## config.mk

```make
export PLATFORM = sky130hd
export DESIGN_NAME = hex_display_sequencer
export DESIGN_NICKNAME = d
export VERILOG_FILES = /design/src/rtl/hex_display_sequencer.sv
export SDC_FILE = /design/constraint.sdc
export NUM_CORES = 1
export LEC_CHECK = 0
export ABC_AREA = 1
export ABC_CLOCK_PERIOD_IN_PS = 2450
export CAP_MARGIN = 20
export CORE_MARGIN = 3
export CORE_UTILIZATION = 55
export CTS_CLUSTER_SIZE = 30
export DETAILED_ROUTE_END_ITERATION = 8
export GPL_ROUTABILITY_DRIVEN = 1
export PLACE_DENSITY = 0.79
export SLEW_MARGIN = 10
export SYNTH_ARGS = -nofsm -noshare
export SYNTH_HDL_FRONTEND = slang
export SYNTH_SLANG_ARGS = --single-unit
```

## constraint.sdc

```tcl
create_clock -name clk -period 2.45 [get_ports clk]
set_input_delay 0.245 -clock clk [delete_from_list [all_inputs] [get_ports clk]]
set_output_delay 0.245 -clock clk [all_outputs]
set_load 0.01 [all_outputs]
```

## src/rtl/hex_display_sequencer.sv

```systemverilog
// Serial word capture plus a scan sequencer that shows the committed word one nibble at a
// time on a single 7-segment digit, most-significant nibble first, with optional blanking.
module hex_display_sequencer #(
    parameter int unsigned DATA_BITS    = 8,
    parameter int unsigned DWELL_CYCLES = 1024,
    parameter int unsigned BLANK_CYCLES = 16,
    localparam int unsigned NIB   = DATA_BITS / 4,
    localparam int unsigned IDX_W = (NIB > 1) ? $clog2(NIB) : 1
) (
    input  logic             clk,
    input  logic             reset,
    input  logic             ser_in,
    input  logic             ser_valid,
    input  logic             load,
    input  logic             hold,
    output logic [6:0]       seg,
    output logic             dp,
    output logic [IDX_W-1:0] nib_idx,
    output logic             word_ready,
    output logic             load_err
);

    localparam int unsigned MAX_CNT = (DWELL_CYCLES > BLANK_CYCLES) ? DWELL_CYCLES : BLANK_CYCLES;
    localparam int unsigned DW      = (MAX_CNT > 1) ? $clog2(MAX_CNT) : 1;
    localparam int unsigned CW      = $clog2(DATA_BITS + 1);

    localparam logic [DW-1:0]    DWELL_LAST = DW'(DWELL_CYCLES - 1);
    localparam logic [DW-1:0]    BLANK_LAST = DW'((BLANK_CYCLES > 0) ? BLANK_CYCLES - 1 : 0);
    localparam logic [CW-1:0]    CNT_FULL   = CW'(DATA_BITS);
    localparam logic [IDX_W-1:0] NIB_LAST   = IDX_W'(NIB - 1);

    typedef enum logic [1:0] {StIdle, StShow, StBlank} state_e;

    state_e                 state;
    logic [DATA_BITS-1:0]   shreg;
    logic [DATA_BITS-1:0]   disp_reg;
    logic [CW-1:0]          bit_cnt;
    logic [DW-1:0]          dwell;
    logic [DATA_BITS-1:0]   disp_shifted;
    logic [3:0]             cur_nib;
    logic [IDX_W-1:0]       nib_next;

    function automatic logic [6:0] hex7(input logic [3:0] v);
        logic [6:0] s;
        unique case (v)
            4'h0: s = 7'h3F;
            4'h1: s = 7'h06;
            4'h2: s = 7'h5B;
            4'h3: s = 7'h4F;
            4'h4: s = 7'h66;
            4'h5: s = 7'h6D;
            4'h6: s = 7'h7D;
            4'h7: s = 7'h07;
            4'h8: s = 7'h7F;
            4'h9: s = 7'h6F;
            4'hA: s = 7'h77;
            4'hB: s = 7'h7C;
            4'hC: s = 7'h39;
            4'hD: s = 7'h5E;
            4'hE: s = 7'h79;
            default: s = 7'h71;
        endcase
        return s;
    endfunction

    assign word_ready = (bit_cnt == CNT_FULL);

    // Index 0 selects the most-significant nibble.
    always_comb begin
        disp_shifted = disp_reg << (4 * nib_idx);
        cur_nib      = disp_shifted[DATA_BITS-1 -: 4];
        nib_next     = (nib_idx == NIB_LAST) ? '0 : nib_idx + 1'b1;
    end

    always_ff @(posedge clk) begin
        if (reset) begin
            shreg    <= '0;
            bit_cnt  <= '0;
            disp_reg <= '0;
            state    <= StIdle;
            nib_idx  <= '0;
            dwell    <= '0;
            seg      <= '0;
            dp       <= 1'b0;
            load_err <= 1'b0;
        end else begin
            load_err <= 1'b0;
            if (ser_valid) begin
                shreg <= {shreg[DATA_BITS-2:0], ser_in};
            end

            if (load && word_ready) begin
                // Commit the pre-shift word; a same-cycle bit starts the next word.
                disp_reg <= shreg;
                bit_cnt  <= ser_valid ? CW'(1) : '0;
                state    <= StShow;
                nib_idx  <= '0;
                dwell    <= '0;
            end else begin
                if (load) begin
                    load_err <= 1'b1;
                end
                if (ser_valid && !word_ready) begin
                    bit_cnt <= bit_cnt + 1'b1;
                end
                if (!hold) begin
                    unique case (state)
                        StShow: begin
                            if (dwell == DWELL_LAST) begin
                                dwell <= '0;
                                if (BLANK_CYCLES == 0) begin
                                    nib_idx <= nib_next;
                                end else begin
                                    state <= StBlank;
                                end
                            end else begin
                                dwell <= dwell + 1'b1;
                            end
                        end
                        StBlank: begin
                            if (dwell == BLANK_LAST) begin
                                dwell   <= '0;
                                state   <= StShow;
                                nib_idx <= nib_next;
                            end else begin
                                dwell <= dwell + 1'b1;
                            end
                        end
                        default: ;
                    endcase
                end
            end

            seg <= (state == StShow) ? hex7(cur_nib) : 7'h00;
            dp  <= (state == StShow) && (nib_idx == '0);
        end
    end

endmodule

```

==> results of run 1 <==
[final timing paths]
| check | endpoint | slack (ps) | cells after the start |
|---|---|---|---|
| worst max-delay path | seg[3] | 400 | 7 |
| worst min-delay path | disp_reg[0] | 470 | 2 |
| worst max register to register | seg[3] | 400 | 7 |
| worst min register to register | disp_reg[0] | 470 | 2 |
[worst reg2reg max path: stages (launching register included)]
cell     delay [ps]
dfxtp_1         450
o21ai_0         530
inv_1           190
ha_1            250
or2_2           310
o21ai_0          70
o21ai_0          90
nor2_1           90
[Yosys cell counts]
library cell	number	area share (%)
dfxtp_1	42	43
nand2_1	39	7.4
nor2_1	33	6.3
inv_1	31	5.9
a21oi_1	22	5.6
o21ai_0	22	5.6
ha_1	12	7.6
nand3_1	9	2.3
nor3_1	6	1.5
nand2_2	4	1.3
xor2_1	4	1.8
a31oi_1	3	0.95
clkbuf_1	3	0.57
nor3_2	3	1.5
a211oi_1	2	0.76
inv_2	2	0.38
nand3b_1	2	0.76
nor2_2	2	0.63
nor2_4	2	1.1
xnor2_1	2	0.89
a41oi_1	1	0.44
and3_1	1	0.32
buf_2	1	0.25
buf_4	1	0.38
nand2_4	1	0.57
nand4_1	1	0.32
nor4_1	1	0.32
o21ai_2	1	0.44
o21ai_4	1	0.82
o21bai_1	1	0.38
or2_2	1	0.32
[metal layers]
| layer | track usage [%] | wire (um) | share of wire (%) | up-vias |
|---|---|---|---|---|
| met1 | 22.2 | 1630 | 47 | 733 |
| met5 | 0 | 0 | 0 | - |
| met4 | 9.33 | 69 | 2.0 | 0 |
| met3 | 5.78 | 145 | 4.2 | 6 |
| li1 | - | - | - | 864 |
| met2 | 29.9 | 1600 | 46 | 29 |
[final cells by class]
class	count	share of cell area (%)
multi-input combinational	176	43.2
clock inverter	3	3.02
clock buffer	5	1.65
sequential	42	36.9
timing repair buffer	17	7.35
tap	46	2.52
inverter	33	5.43
[cell families after synthesis]
family                     Yosys count
buffers and inverters               38
and+or+nand+nor                    105
DFF                                 42
AOI/OAI and AO/OA                   53
adders and majority gates           12
xor gates and xnor gates             6
[power groups by stage]
| stage | Sequential, W | Combinational [W] | Clock [W] |
|---|---|---|---|
| detailed placement | 0.000735 | 0.000104 | 0 |
| global route | 0.000722 | 0.000120 | 0.000592 |
| finish | 0.000719 | 0.000104 | 0.000547 |
| floorplan | 0.000735 | 0.0000656 | 0 |
| CTS | 0.000719 | 0.000105 | 0.000565 |
| global placement | 0.000734 | 0.000102 | 0 |
[stage by stage]
step	instance area [sq um]	instances	hold slack (ps)
after global placement	2170	314	454
after CTS	2280	322	468
after floorplan	1970	256	343
after global routing	2280	322	498
after detailed placement	2170	314	455
final	2280	322	472
==> run metrics, run 1 <==
actual slew at the worst max-slew pin 582 ps; Post-route DRC 0; Starting Density 58.2%; Slew Limit Headroom 60.8%; pre-CTS setup slack 441 ps; largest family of logic cells by synthesized area simple AND/OR/NAND/NOR gates; Worst Path Required 2740 ps; H-Tree Depth 2; leak pwr 0.933 nW; Fmax achieved 488 MHz; setup TNS 0 ps; Synthesis Warnings 0; Syn Area/Cell 7.71 sq um; IO Port Bufs 16; CTS buffer count 5; overall die height 65.9 um; pwr/cell area 600 nW/um^2; Final ANT Viol Nets 0; Flop pwr share 52.5%; sequential cell area 841 sq um; clock group share of total power 39.9%; post-CTS resize count 0; min setup slack post-route 399 ps; chip width 65.9 um; HP Start disp_reg[0]; synthesized instance count 256; clk root buf clkbuf_4; sequential fraction of the synthesis area 42.6%; gr ovfl total 0; crit start category flop; GR Util All Layers 18.6%; Final Hold Vio Count 0; share of cells above drive strength 1 9.42%; Antenna Cells 0; Hold Path Class flop to flop; Adder-Cell Fraction of Synth Area 7.61%; CTS tree yes; post-CTS setup buffer count 0; Critical R2R Launch nib_idx; Fillers 292; DRT Wirelength 3440 um; dpl hpwl 2500 um; DRT Pass-1 Iters 5; Initial DRC Count 74; RSZ-0062 raised after global routing false; fin crit share 83.7%; drt wl/cell 10.7 um; max reg flops 10; Site Rows 21; CP arrival 2350 ps; switch share 21.9%; initial antenna violation count 0; critical path's largest stage delay 530 ps; post-synthesis xor/xnor area fraction 2.66%; Peak VDD IR 488 uV; Setup Skew 10.5 ps; overall power 0.00137 W; Post-Syn Nets 274; clock buffer depth 2; largest net degree at the start of global routing 17; library cells used by synthesis 31; Buffers & Inverters on Critical Path 1; Logic pwr share 7.6%; Slew Viols, Final 0; Clk pin slew, worst setup/hold paths 130 ps; crit path max-delay cell type o21ai_0; final setup violating endpoints 0; first-pass GRT wire length 6240 um; DIE AREA 4340 sq um; synthesized flop and latch total 42; post-DR vias/cell 5.07; fraction of synthesized area in multiplexers 0%; NetSw 0.000300 W; most common cell after layout, fill and taps aside dfxtp_1; via count 1632; vias in the first global route 1511; Tmin final 2050 ps; footprint of the multi-input gates 985 sq um; GP Congestion 0.846; Critical Path Start nib_idx; complex-gate fraction of the synthesized area 15.0%; Nets 293; Area growth, synth to finish 15.6%; Post-Synth Simple-Gate Area 24.7%; hold buffers post-CTS 0; CP most frequent cell o21ai_0; I/O Pins 17; CP Capture Type flop; status finished, final reports clean; critical setup path kind flop to flop; Core Util, Final 67.3%; CP max FO 12; Synth Cell Area 1970 sq um; crit-path cells o21ai_0 -> inv_1 -> ha_1 -> or2_2 -> o21ai_0 -> o21ai_0 -> nor2_1; CORE AREA 3390 sq um; Internal 0.00107 W; commonest non-fill, non-tap cells in the layout dfxtp_1 (42), nand2_1 (39), nor2_1 (33); max-cap violation count 0; CP delay by family, top compound AO/OA/AOI/OAI gates; clk_lat worst skew 360 ps; CTS Sinks 42
Power figures use the tool's default switching activity.
==> run 2: changes to the inputs <==
ABC_CLOCK_PERIOD_IN_PS = 1700   (was 2450)
CORE_UTILIZATION = 51   (was 55)
PLACE_DENSITY = 0.78   (was 0.79)
clock period = 1.7 ns   (was 2.45 ns; I/O delays follow)
==> run metrics, run 2 (same netlist as run 1, synthesis figures left out) <==
status finished, final reports clean (unchanged); Slew Limit Headroom 79.4% (was 60.8%); Fillers 299 (was 292); pwr/cell area 829 nW/um^2 (was 600 nW/um^2); share of cells above drive strength 1 14.1% (was 9.42%); Worst Path Required 1530 ps (was 2740 ps); NetSw 0.000438 W (was 0.000300 W); most common cell after layout, fill and taps aside dfxtp_1 (unchanged); DRT Wirelength 3620 um (was 3440 um); worst hold slack 461 ps (was 472 ps); Flop pwr share 52.9% (was 52.5%); actual slew at the worst max-slew pin 306 ps (was 582 ps); Initial DRC Count 197 (was 74); Site Rows 21 (unchanged); dpl hpwl 2640 um (was 2500 um); CP Capture Type output pin (was flop); I/O Pins 17 (unchanged); clock buffer depth 2 (unchanged); Final Hold Vio Count 0 (unchanged); Setup Skew 6.55 ps (was 10.5 ps); gr ovfl total 0 (unchanged); Layout Cells excl Fill 329 (was 322); Slew Viols, Final 0 (unchanged); via count 1637 (was 1632); Fmax achieved 625 MHz; switch share 22.4% (was 21.9%); clk_lat worst skew 290 ps (was 360 ps); overall power 0.00196 W (was 0.00137 W); CP max FO 3 (was 12); Post-route DRC 0 (unchanged); Clk pin slew, worst setup/hold paths 70 ps (was 130 ps); Final ANT Viol Nets 0 (unchanged); initial antenna violation count 0 (unchanged); vias in the first global route 1576 (was 1511); max-cap violation count 0 (unchanged); GP Congestion 0.859 (was 0.846); sequential cell area 842 sq um (was 841 sq um); commonest non-fill, non-tap cells in the layout dfxtp_1 (41), nand2_1 (39), nor2_1 (32) (was dfxtp_1 (42), nand2_1 (39), nor2_1 (33)); crit-path cells inv_1 -> ha_1 -> nand3_1 -> inv_2 -> dlygate4sd2_1 (was o21ai_0 -> inv_1 -> ha_1 -> or2_2 -> o21ai_0 -> o21ai_0 -> nor2_1); Antenna Cells 0 (unchanged); max reg flops 10 (unchanged); hold buffers post-CTS 0 (unchanged); footprint of the multi-input gates 1010 sq um (was 985 sq um); DRT Pass-1 Iters 4 (was 5); IO Port Bufs 16 (unchanged); crit start category flop (unchanged); Internal 0.00152 W (was 0.00107 W); post-DR vias/cell 4.98 (was 5.07); CTS buffer count 5 (unchanged); Peak VDD IR 581 uV (was 488 uV); CTS tree yes (unchanged); crit path max-delay cell type dfxtp_1 (was o21ai_0); leak pwr 0.975 nW (was 0.933 nW); clock group share of total power 38.8% (was 39.9%); largest net degree at the start of global routing 17 (unchanged); CTS Sinks 42 (unchanged); clk root buf clkbuf_8 (was clkbuf_4); fin crit share 94.1%; CP arrival 1430 ps (was 2350 ps); Hold Path Class flop to flop (unchanged); post-placement cell count 321 (was 314); Starting Density 56.0% (was 58.2%); RSZ-0062 raised after global routing false (unchanged); Logic pwr share 8.3% (was 7.6%); final setup violating endpoints 0 (unchanged); CORE AREA 3520 sq um (was 3390 sq um); Nets 300 (was 293); overall die height 68.2 um (was 65.9 um); DIE AREA 4650 sq um (was 4340 sq um); chip width 68.2 um (was 65.9 um); Tmin final 1600 ps; drt wl/cell 11.0 um (was 10.7 um); GR Util All Layers 17.5% (was 18.6%); H-Tree Depth 2 (unchanged); setup TNS 0 ps (unchanged); critical setup path kind flop to output pin (was flop to flop); first-pass GRT wire length 6340 um (was 6240 um); critical path's largest stage delay 370 ps (was 530 ps); Area growth, synth to finish 19.7% (was 15.6%)
-- run 2: layer usage --
layer	wire, um	part of all wire (%)	vias to the layer above	GRT usage [%]
met5	0	0	-	0
met4	19	0.53	0	4.22
met3	153	4.2	2	4.11
met2	1690	47	38	30.1
met1	1760	49	714	22.0
li1	-	-	883	-
-- run 2: path summary, 6_finish.rpt --
kind	from	end	cells after the start	slack, ps
setup / recovery	bit_cnt[0]	word_ready	5	100
hold / removal	disp_reg[2]	disp_reg[2]	2	460
setup reg to reg	state[0]	dwell[6]	8	130
hold reg to reg	disp_reg[2]	disp_reg[2]	2	460
-- run 2: worst max-delay path, delay by kind of cell (launching register included) --
kind	cells	cell delay [ps]
adders and majority gates	1	200
buffers and inverters	3	450
DFF	1	370
and+or+nand+nor	1	120
-- run 2: power by group through the flow --
stage | Clock [W] | Combinational, W | Sequential, W
CTS | 0.000780 | 0.000162 | 0.00104
finish | 0.000760 | 0.000163 | 0.00104
global placement | 0 | 0.000155 | 0.00106
detailed placement | 0 | 0.000159 | 0.00106
global route | 0.000804 | 0.000187 | 0.00104
floorplan | 0 | 0.0000946 | 0.00106
-- run 2: area by class of cell --
class	count	share of cell area, %
inverters	33	5.24
repair buffers	24	9.27
well taps	46	2.44
clock inverters	3	1.69
flip-flops and latches	42	35.6
multi-input cells	176	42.8
clock buffers	5	2.91
-- run 2: repair_timing --
item                                    4_1_cts  5_1_grt
gates cloned                                  0        0
setup buffers                                 0        0
endpoints found under the setup margin        1        7
gates resized for setup                       1        7
-- run 2: per-stage QoR --
stage	setup WS, ps	util [%]	cell area, sq um
floorplan	16.1	-	1980
global placement	117	63.4	2230
detailed placement	86.7	63.4	2230
CTS	74.7	66.4	2340
global route	4.58	67.1	2360
finish	101	67.1	2360
